$ cat src/rtl/anti_theft_fsm_if.sv
// ============================================================================
// Module      : anti_theft_fsm_if
// Description : Sensor/actuator bundle between the vehicle body and the
//               anti-theft controller.
// Revision    : 1.0
// ============================================================================
`default_nettype none

interface anti_theft_fsm_if;
    logic       one_hz_enable;
    logic       ignition;
    logic       door_driver;
    logic       door_pass;
    logic       siren;
    logic       status;
    logic       disarmed;
    logic [2:0] state;
    logic [3:0] time_left;

    modport master (
        output one_hz_enable, ignition, door_driver, door_pass,
        input  siren, status, disarmed, state, time_left
    );

    modport slave (
        input  one_hz_enable, ignition, door_driver, door_pass,
        output siren, status, disarmed, state, time_left
    );
endinterface

`default_nettype wire

$ cat src/rtl/anti_theft_fsm.sv
// ============================================================================
// Module      : anti_theft_fsm
// Description : Vehicle anti-theft controller with door/ignition timeouts,
//               siren drive and blinking status LED.
// Revision    : 1.0
// ============================================================================
`default_nettype none

module anti_theft_fsm #(
    parameter int unsigned T_ARM_DELAY       = 6,
    parameter int unsigned T_DRIVER_DELAY    = 8,
    parameter int unsigned T_PASSENGER_DELAY = 15,
    parameter int unsigned T_ALARM_ON        = 10
) (
    input  wire logic       clock,
    input  wire logic       reset,
    anti_theft_fsm_if.slave bus
);

    typedef enum logic [2:0] {
        S_ARMED      = 3'd0,
        S_TRIGGERED  = 3'd1,
        S_ALARM      = 3'd2,
        S_DISARMED   = 3'd3,
        S_WAIT_CLOSE = 3'd4,
        S_ARM_DELAY  = 3'd5
    } state_t;

    localparam logic [3:0] c_arm_delay  = 4'(T_ARM_DELAY);
    localparam logic [3:0] c_drv_delay  = 4'(T_DRIVER_DELAY);
    localparam logic [3:0] c_pass_delay = 4'(T_PASSENGER_DELAY);
    localparam logic [3:0] c_alarm_on   = 4'(T_ALARM_ON);

    state_t     r_state;
    logic [3:0] r_timer;
    logic       r_blink;
    logic       r_siren;
    logic       r_status;
    logic       r_disarmed;

    state_t     w_next_state;
    logic [3:0] w_next_timer;
    logic       w_next_blink;
    logic [3:0] w_timer_dec;
    logic       w_any_door;
    logic       w_expired;

    assign w_any_door  = bus.door_driver | bus.door_pass;
    assign w_expired   = (r_timer == 4'd0);
    assign w_timer_dec = (bus.one_hz_enable && !w_expired) ? (r_timer - 4'd1) : r_timer;

    // Timer is forced to zero in untimed states; blink only survives while ARMED.
    always_comb begin
        w_next_state = r_state;
        w_next_timer = 4'd0;
        w_next_blink = 1'b0;
        case (r_state)
            S_ARMED: begin
                if (bus.door_driver) begin
                    w_next_state = S_TRIGGERED;
                    w_next_timer = c_drv_delay;
                end else if (bus.door_pass) begin
                    w_next_state = S_TRIGGERED;
                    w_next_timer = c_pass_delay;
                end else begin
                    w_next_blink = r_blink ^ bus.one_hz_enable;
                end
            end
            S_TRIGGERED: begin
                if (bus.ignition) begin
                    w_next_state = S_DISARMED;
                end else if (w_expired) begin
                    w_next_state = S_ALARM;
                    w_next_timer = c_alarm_on;
                end else begin
                    w_next_timer = w_timer_dec;
                end
            end
            S_ALARM: begin
                if (w_any_door) begin
                    w_next_timer = c_alarm_on;
                end else if (w_expired) begin
                    w_next_state = S_ARMED;
                end else begin
                    w_next_timer = w_timer_dec;
                end
            end
            S_DISARMED: begin
                if (!bus.ignition && bus.door_driver) begin
                    w_next_state = S_WAIT_CLOSE;
                end
            end
            S_WAIT_CLOSE: begin
                if (bus.ignition) begin
                    w_next_state = S_DISARMED;
                end else if (!w_any_door) begin
                    w_next_state = S_ARM_DELAY;
                    w_next_timer = c_arm_delay;
                end
            end
            S_ARM_DELAY: begin
                if (bus.ignition) begin
                    w_next_state = S_DISARMED;
                end else if (w_any_door) begin
                    w_next_state = S_WAIT_CLOSE;
                end else if (w_expired) begin
                    w_next_state = S_ARMED;
                end else begin
                    w_next_timer = w_timer_dec;
                end
            end
            default: begin
                w_next_state = S_ARMED;
            end
        endcase
    end

    // Outputs are registered from the next-state values so they line up with r_state.
    always_ff @(posedge clock) begin
        if (reset) begin
            r_state    <= S_ARMED;
            r_timer    <= 4'd0;
            r_blink    <= 1'b0;
            r_siren    <= 1'b0;
            r_status   <= 1'b0;
            r_disarmed <= 1'b0;
        end else begin
            r_state    <= w_next_state;
            r_timer    <= w_next_timer;
            r_blink    <= w_next_blink;
            r_siren    <= (w_next_state == S_ALARM);
            r_status   <= (w_next_state == S_ARMED) ? w_next_blink
                        : ((w_next_state == S_TRIGGERED) || (w_next_state == S_ALARM));
            r_disarmed <= (w_next_state == S_DISARMED) || (w_next_state == S_WAIT_CLOSE)
                        || (w_next_state == S_ARM_DELAY);
        end
    end

    assign bus.state     = r_state;
    assign bus.time_left = r_timer;
    assign bus.siren     = r_siren;
    assign bus.status    = r_status;
    assign bus.disarmed  = r_disarmed;

endmodule

`default_nettype wire
$ cat src/flat_wrapper.sv
// flat-port wrapper written by rule: the top's interface ports become plain ports
module anti_theft_fsm_flat 
#(
    parameter int unsigned T_ARM_DELAY       = 6,
    parameter int unsigned T_DRIVER_DELAY    = 8,
    parameter int unsigned T_PASSENGER_DELAY = 15,
    parameter int unsigned T_ALARM_ON        = 10
)
  (clock, reset, bus_one_hz_enable, bus_ignition, bus_door_driver, bus_door_pass, bus_siren, bus_status, bus_disarmed, bus_state, bus_time_left);
  anti_theft_fsm_if bus_i ();
  input  wire logic clock;
  input  wire logic reset;
  input wire logic [$bits(bus_i.one_hz_enable)-1:0] bus_one_hz_enable;
  input wire logic [$bits(bus_i.ignition)-1:0] bus_ignition;
  input wire logic [$bits(bus_i.door_driver)-1:0] bus_door_driver;
  input wire logic [$bits(bus_i.door_pass)-1:0] bus_door_pass;
  output wire logic [$bits(bus_i.siren)-1:0] bus_siren;
  output wire logic [$bits(bus_i.status)-1:0] bus_status;
  output wire logic [$bits(bus_i.disarmed)-1:0] bus_disarmed;
  output wire logic [$bits(bus_i.state)-1:0] bus_state;
  output wire logic [$bits(bus_i.time_left)-1:0] bus_time_left;
  assign bus_i.one_hz_enable = bus_one_hz_enable;
  assign bus_i.ignition = bus_ignition;
  assign bus_i.door_driver = bus_door_driver;
  assign bus_i.door_pass = bus_door_pass;
  assign bus_siren = bus_i.siren;
  assign bus_status = bus_i.status;
  assign bus_disarmed = bus_i.disarmed;
  assign bus_state = bus_i.state;
  assign bus_time_left = bus_i.time_left;
  anti_theft_fsm #(.T_ARM_DELAY(T_ARM_DELAY), .T_DRIVER_DELAY(T_DRIVER_DELAY), .T_PASSENGER_DELAY(T_PASSENGER_DELAY), .T_ALARM_ON(T_ALARM_ON)) u_core (.clock(clock), .reset(reset), .bus(bus_i));
endmodule
$ cat config.mk
export PLATFORM = sky130hd
export DESIGN_NAME = anti_theft_fsm_flat
export DESIGN_NICKNAME = d
export VERILOG_FILES = /design/src/rtl/anti_theft_fsm_if.sv /design/src/rtl/anti_theft_fsm.sv /design/src/flat_wrapper.sv
export SDC_FILE = /design/constraint.sdc
export NUM_CORES = 1
export LEC_CHECK = 0
export CAP_MARGIN = 20
export CORE_AREA = 2 2 39 41
export CTS_CLUSTER_SIZE = 24
export DETAILED_ROUTE_END_ITERATION = 6
export DIE_AREA = 0 0 41 43
export DONT_BUFFER_PORTS = 1
export PLACE_DENSITY = 0.69
export SYNTH_ARGS = -nofsm -noshare
export SYNTH_HDL_FRONTEND = slang
export SYNTH_SLANG_ARGS = --single-unit
export TNS_END_PERCENT = 1
$ cat constraint.sdc
create_clock -name clock -period 2 [get_ports clock]
set_clock_uncertainty 0.1 [all_clocks]
set_input_delay 0.6 -clock clock [delete_from_list [all_inputs] [get_ports clock]]
set_output_delay 0.6 -clock clock [all_outputs]
set_load 0.1 [all_outputs]
# Yosys cells after proc, flatten, opt, wreduce, memory -nomap -nowiden
# Index checks and enable logic that the tools add are counted.
dict set report op_classes {
  add_sub_neg 1
  eq_ne 10
  mux 28
  bitwise_logic 2
  n_reduce_logical 10
}
# operator n
set ops {}
lappend ops {{4-bit 2-to-1 mux} 10}
lappend ops {{3-bit 2-to-1 mux} 12}
lappend ops {{4-bit case mux with 5 select lines} 1}
lappend ops {{3-bit case mux with 6 select lines} 1}
lappend ops {{3-bit by 2-bit equality test with 1-bit output, second input constant} 4}
lappend ops {{3-bit equality test, second input constant} 4}
lappend ops {{3-bit by 1-bit equality test with 1-bit output, second input constant} 2}
lappend ops {{3-bit zero test} 2}
lappend ops {{4-bit zero test} 1}
lappend ops {{1-bit 2-to-1 mux} 4}
lappend ops {{4-bit by 1-bit subtractor with 4-bit output, second input constant} 1}
lappend ops {{1-bit logical OR} 3}
lappend ops {{1-bit logical AND} 2}
lappend ops {{1-bit zero test} 2}
lappend ops {{1-bit OR} 1}
lappend ops {{1-bit bitwise XOR} 1}
dict set report word_totals {
  reg_bits 11
  in_bits 6
  output_inout_bits 10
}

# Depth between registers and ports, before layout
# Gate-level depths: netlist of run 1.
dict set report logic_depth {
  word_depth 8
  depth_mapped 7
  depth_no_buf 7
}

# Worst setup path before layout of run 1
# No wires, ideal clock.
dict set report synth_timing {
  path_type {register to register}
  startpoint {register u_core.r_timer[0] (netlist: u_core.bus.time_left[0])}
  endpoint {register u_core.r_status (netlist: u_core.bus.status)}
  setup_ps 139
  arrival_ps 2165
  required_ps 1761
  slack_ps -404
  stages_incl_launch_ff 8
  path_buffers 0
  period_less_slack_ps 2404
  path_cell_list {dfxtp_1 > inv_1 > ha_1 > nor3b_2 > a311oi_1 > nor3_1 > nor2_1 > a311oi_1}
}
dict set report synth_between {
  elab_chain_len 8
  word_cells_on_any_way 13
  classes_between {eq/ne: 2; mux: 8; reduce/logical: 3}
}
# element line
set synth_lines {}
lappend synth_lines {{start, declared} anti_theft_fsm.sv:35} ;# logic [3:0] r_timer;
lappend synth_lines {{start signal, assigned} anti_theft_fsm.sv:129} ;# r_timer <= w_next_timer;
lappend synth_lines {{4-bit zero test *} anti_theft_fsm.sv:49} ;# assign w_expired = (r_timer == 4'd0);
lappend synth_lines {{3-bit 2-to-1 mux} {anti_theft_fsm.sv:82, anti_theft_fsm.sv:106}}
lappend synth_lines {{3-bit 2-to-1 mux} anti_theft_fsm.sv:104} ;# end else if (w_any_door) begin
lappend synth_lines {{3-bit 2-to-1 mux} anti_theft_fsm.sv:102} ;# if (bus.ignition) begin
lappend synth_lines {{3-bit case mux with 6 select lines *} anti_theft_fsm.sv:57} ;# case (r_state)
lappend synth_lines {{3-bit by 1-bit equality test with 1-bit output / 3-bit by 2-bit equality test with 1-bit output (equally long branches)} anti_theft_fsm.sv:133} ;# : ((w_next_state == S_TRIGGERED) || (w_next_state == S_ALARM));
lappend synth_lines {{1-bit logical OR} anti_theft_fsm.sv:133}
lappend synth_lines {{1-bit 2-to-1 mux *} anti_theft_fsm.sv:132} ;# r_status <= (w_next_state == S_ARMED) ? w_next_blink
lappend synth_lines {{end signal, assigned} anti_theft_fsm.sv:132}
lappend synth_lines {{end, declared} anti_theft_fsm.sv:38} ;# logic r_status;
# Mark *: on every way between the ends. The rest lies on a longest branch, timed or not.
# A chain may end at the register's enable or synchronous reset.

# Final worst setup path of run 1
dict set report layout_timing {
  startpoint {register u_core.r_timer[0] (netlist: u_core.bus.time_left[0])}
  endpoint {register u_core.r_timer[1] (netlist: u_core.bus.time_left[1])}
}
dict set report layout_between {
  elab_chain_len 8
  word_cells_on_any_way 12
  classes_between {add/sub: 1; mux: 8; reduce/logical: 3}
}
# element line
set layout_lines {}
lappend layout_lines {{branches (longest 7 deep; another with 4-bit by 1-bit subtractor with 4-bit output)} n/a}
lappend layout_lines {{4-bit case mux with 5 select lines *} anti_theft_fsm.sv:57}
# Mark *: on every way between the ends.

==> metrics.csv, run 1 <==
stage,metric,value,unit
flow_run,Max Cap Viol,0,
place,DP Worst Slack,0.08230,ns
yosys,multiplexer share of the synthesized area,0.03640,
die,Core Area,0.001384,sq mm
power_and_ir_drop,Clk pwr share,0.113,
final_layout,Total Nets Final,107,
cts,Clk Tree Root Cell,clkbuf_4,
setup_path,crit start category,register,
yosys,synth unique cells,38,
setup_path,Worst R2R Setup Slack,0.13,ns
global_routing,largest net degree at the start of global routing,17,
final_layout,share of cells above drive strength 1,0.3131,
drt,DRC Markers,0,
setup_path,worst path required time,2.12,ns
global_routing,gr ovfl total,0,
power_and_ir_drop,Gate power share,0.630,
setup_path,RR Startpoint,u_core.bus.time_left[0],
yosys,post-synth design cell area,721.9,sq um
die,Die Span Y,43,um
cts,CTS tree,done,
power_and_ir_drop,VDD IR max,0.0008306,V
die,num rows,14,
final_layout,Area growth syn-to-layout,17.85,%
global_routing,met3 Usage GRT,0.03665,
power_and_ir_drop,switching pwr,0.7420,mW
cts,Resize count post-CTS,0,
die,initial core utilization,0.5217,
yosys,Mapped Cells,86,
global_routing,number of antenna violations at the first check in global routing,0,
sta,Final Max Tran Viols,0,
place,DP Wirelength,1236,um
hold_path,Hold Crit Class,in -> reg,
setup_path,CP Max Fanout,5,
global_routing,grt peak-use layer,met2,
cts,# hold bufs at CTS,0,
setup_path,RR Endpoint,u_core.bus.time_left[1],
yosys,Yosys warning count,0,
place,I/O Buffers,0,
die,DIE AREA,0.001763,sq mm
cts,insertion delay to the later sink of the worst-skew pair,0.28,ns
final_layout,fill count,110,
cts,Worst-path clk slew,0.07,ns
hold_path,Min-Delay Path Depth,1,
sta,Max-slew headroom,0.7506,
place,Final Wtd Congestion,0.8512,
yosys,Synth Area in Compound Gates,0.2409,
final_layout,finished layout cell area,850.8,sq um
drt,ANT nets after route,0,
drt,drt total wl,1662,um
yosys,largest family of logic cells by synthesized area,simple AND/OR/NAND/NOR gates,
setup_path,CP Class,reg -> reg,
power_and_ir_drop,Sw Ratio,0.5463,
outcome,outcome,"complete, no violations",
yosys,Seq cells post-synth,11,
power_and_ir_drop,Leak Pwr,0.3330,nW
drt,post-DR wirelength/cell,14.45,um
yosys,area share of fa/ha/maj cells after synthesis,0.01733,
sta,FMAX,534.1,MHz
global_routing,first-pass GRT wire length,2656,um
die,Die X,41,um
setup_path,CP endpoint kind,register,
sta,final worst-path cycle share,0.9361,
power_and_ir_drop,Int Pwr,0.6162,mW
drt,post-DR vias/cell,6.287,
sta,"Hold Violations, Final",0,
hold_path,Hold Crit Start,reset,
die,I/O pins,16,
sta,worst-margin pin slew,0.3712,ns
global_routing,M1 GR Usage,0.2607,
sta,final setup vio count,0,
global_routing,GRT Total Usage,0.2227,
cts,clock buffer count from CTS,3,
power_and_ir_drop,Reg power frac,0.258,
final_layout,Layout Utilization,0.6148,
sta,RSZ-0062 raised after global routing,false,
yosys,simple logic cell fraction of the synthesized area,0.3276,
yosys,post-synthesis sequential area ratio,0.3050,
sta,worst setup margin,0.1277,ns
global_routing,GRT met2 Usage,0.3625,
setup_path,"Arr. time, crit path",1.99,ns
final_layout,n_diodes,0,
place,placed inst area,819.5,sq um
cts,Max Buffers Root-to-Sink,2,
cts,clk sinks,11,
hold_path,Worst Hold Path EP,u_core.bus.state[0],
global_routing,vias in the first global route,655,
cts,Post-CTS Setup Bufs,0,
power_and_ir_drop,power per cell area,1596,mW/mm^2
drt,Via Count,723,
drt,Pre-antenna DRT Iters,4,
sta,min cycle time layout,1.872,ns
yosys,Mean Syn Cell Area,8.395,sq um
yosys,Synth Area in XOR/XNOR,0.02426,
drt,Initial DRC Count,18,
cts,Clock H-tree levels,1,
setup_path,R2R depth,7,
yosys,post-synth net total,93,
-- area by class of cell --
cell class	count	area (sq um)	share of cell area
Multi-Input combinational cell	68	471.7	0.5544
Sequential cell	11	227.7	0.2676
Timing Repair Buffer	12	90.09	0.1059
Clock buffer	4	26.28	0.03088
Tap cell	16	20.02	0.02353
Inverter	4	15.01	0.01765
-- sequential cells by signal (all words and copies together), names as in the netlist --
signal,count
u_core.bus.state,3
u_core.bus.disarmed,1
u_core.bus.status,1
u_core.r_blink,1
u_core.bus.time_left,4
u_core.bus.siren,1
-- power groups by stage --
| stage | sequential [mW] | clock (mW) | combinational, mW |
|---|---|---|---|
| finish | 0.350 | 0.153 | 0.855 |
| global route | 0.356 | 0.168 | 0.904 |
| detailed placement | 0.353 | 0 | 0.839 |
| CTS | 0.348 | 0.156 | 0.842 |
| global placement | 0.348 | 0 | 0.832 |
| floorplan | 0.697 | 0 | 0.334 |
-- worst max-delay path by stage --
stage	endpoint	cells past startpoint	start	slack, ns
final	u_core.bus.time_left[1]	7	u_core.bus.time_left[0]	0.13
after global placement	u_core.bus.time_left[1]	7	u_core.bus.time_left[0]	0.15
after CTS	u_core.bus.time_left[1]	7	u_core.bus.time_left[0]	0.06
after global routing	u_core.bus.time_left[1]	7	u_core.bus.time_left[0]	0.01
after floorplan	u_core.bus.time_left[1]	7	u_core.bus.time_left[1]	-0.05
after detailed placement	u_core.bus.time_left[1]	7	u_core.bus.time_left[0]	0.08
-- cells by family after synthesis --
family | Yosys count
AO/OA/AOI/OAI | 25
flip-flops | 11
buffers and inverters | 7
AND/OR/NAND/NOR | 38
adder cells (fa/ha/maj) | 1
XOR/XNOR | 2
multiplexers | 2
-- worst max-delay path, cell delays in order (launching register included) --
cell	delay [ns]
dfxtp_2	0.35
inv_1	0.06
ha_2	0.20
or3b_4	0.41
nand2_1	0.09
mux2_1	0.31
o221a_2	0.23
nor2_1	0.07
-- metrics by stage --
stage	total power [mW]	instances	hold WS, ns	TNS, ns
2_1_floorplan	1.031	86	0.5650	-0.07672
3_3_place_gp	1.180	111	0.5083	0
3_5_place_dp	1.192	111	0.5066	0
4_1_cts	1.346	115	0.2778	0
5_1_grt	1.428	115	0.2784	0
6_report	1.358	115	0.2760	0
-- cells in the final DEF (no fill, tap or decap), types with 2 or more instances in the layout --
cell type,netlist,routed
a311oi_1,2,2
nand2_1,2,2
nor2b_1,4,4
nor3b_1,2,2
xor2_1,2,2
inv_1,4,4
a31oi_1,3,3
dfxtp_2,0,6
a21oi_1,6,6
o211ai_1,3,3
dfxtp_1,11,5
nor3_1,5,5
buf_4,0,12
nor2_1,10,10
clkbuf_4,0,3
o21ai_0,3,3
nand2b_1,2,2
a32oi_1,2,2
nand3_1,3,3
-- per-layer routing --
| metal | routed length, um | up-vias |
|---|---|---|
| met1 | 684 | 335 |
| met4 | 38 | 0 |
| met5 | 0 | - |
| met3 | 116 | 5 |
| li1 | - | 351 |
| met2 | 824 | 32 |
-- cells in the mapped netlist --
| master | n | area (sq um) |
|---|---|---|
| or2_2 | 1 | 6.260 |
| nor3_1 | 5 | 25.02 |
| nor2_1 | 10 | 37.54 |
| o221a_2 | 1 | 11.26 |
| a22o_1 | 1 | 8.760 |
| and3_1 | 1 | 6.260 |
| nor4b_4 | 1 | 23.77 |
| o211ai_1 | 3 | 22.52 |
| nand3_1 | 3 | 15.01 |
| mux2_4 | 1 | 15.01 |
| dfxtp_1 | 11 | 220.2 |
| and4b_1 | 1 | 10.01 |
| clkbuf_1 | 1 | 3.750 |
| or3_1 | 1 | 6.260 |
| or4_4 | 1 | 11.26 |
| nor2b_1 | 4 | 25.02 |
| inv_1 | 4 | 15.01 |
| xor2_1 | 2 | 17.52 |
| nor3b_2 | 1 | 12.51 |
| ha_1 | 1 | 12.51 |
| nand2b_1 | 2 | 12.51 |
| a311oi_1 | 2 | 17.52 |
| a21oi_1 | 6 | 30.03 |
| mux2_1 | 1 | 11.26 |
| o21ai_0 | 3 | 15.01 |
| o21ai_2 | 1 | 8.760 |
| a31oi_1 | 3 | 18.77 |
| and2_1 | 1 | 6.260 |
| or4_1 | 1 | 7.510 |
| a32oi_1 | 2 | 17.52 |
| buf_2 | 1 | 5.000 |
| nor3b_1 | 2 | 15.01 |
| a21boi_0 | 1 | 7.510 |
| or3b_1 | 1 | 8.760 |
| a21oi_2 | 1 | 8.760 |
| buf_6 | 1 | 11.26 |
| nand2_1 | 2 | 7.510 |
| a211oi_1 | 1 | 7.510 |
No activity file was read; power rests on OpenSTA's default activity.
==> run 2, diff against run 1 <==
--- a/config.mk
+++ b/config.mk
@@ -12,6 +12,7 @@
 export DIE_AREA = 0 0 41 43
 export DONT_BUFFER_PORTS = 1
 export PLACE_DENSITY = 0.69
+export SKIP_LAST_GASP = 1
 export SYNTH_ARGS = -nofsm -noshare
 export SYNTH_HDL_FRONTEND = slang
 export SYNTH_SLANG_ARGS = --single-unit
==> results of run 2 <==
Final layout, timing and power as in run 1 (identical DEF).
==> run 3, diff against run 2 <==
--- a/config.mk
+++ b/config.mk
@@ -11,6 +11,7 @@
 export DETAILED_ROUTE_END_ITERATION = 6
 export DIE_AREA = 0 0 41 43
 export DONT_BUFFER_PORTS = 1
+export HOLD_SLACK_MARGIN = 0.05
 export PLACE_DENSITY = 0.69
 export SKIP_LAST_GASP = 1
 export SYNTH_ARGS = -nofsm -noshare
==> results of run 3 <==
Final layout, timing and power as in run 1 (identical DEF).
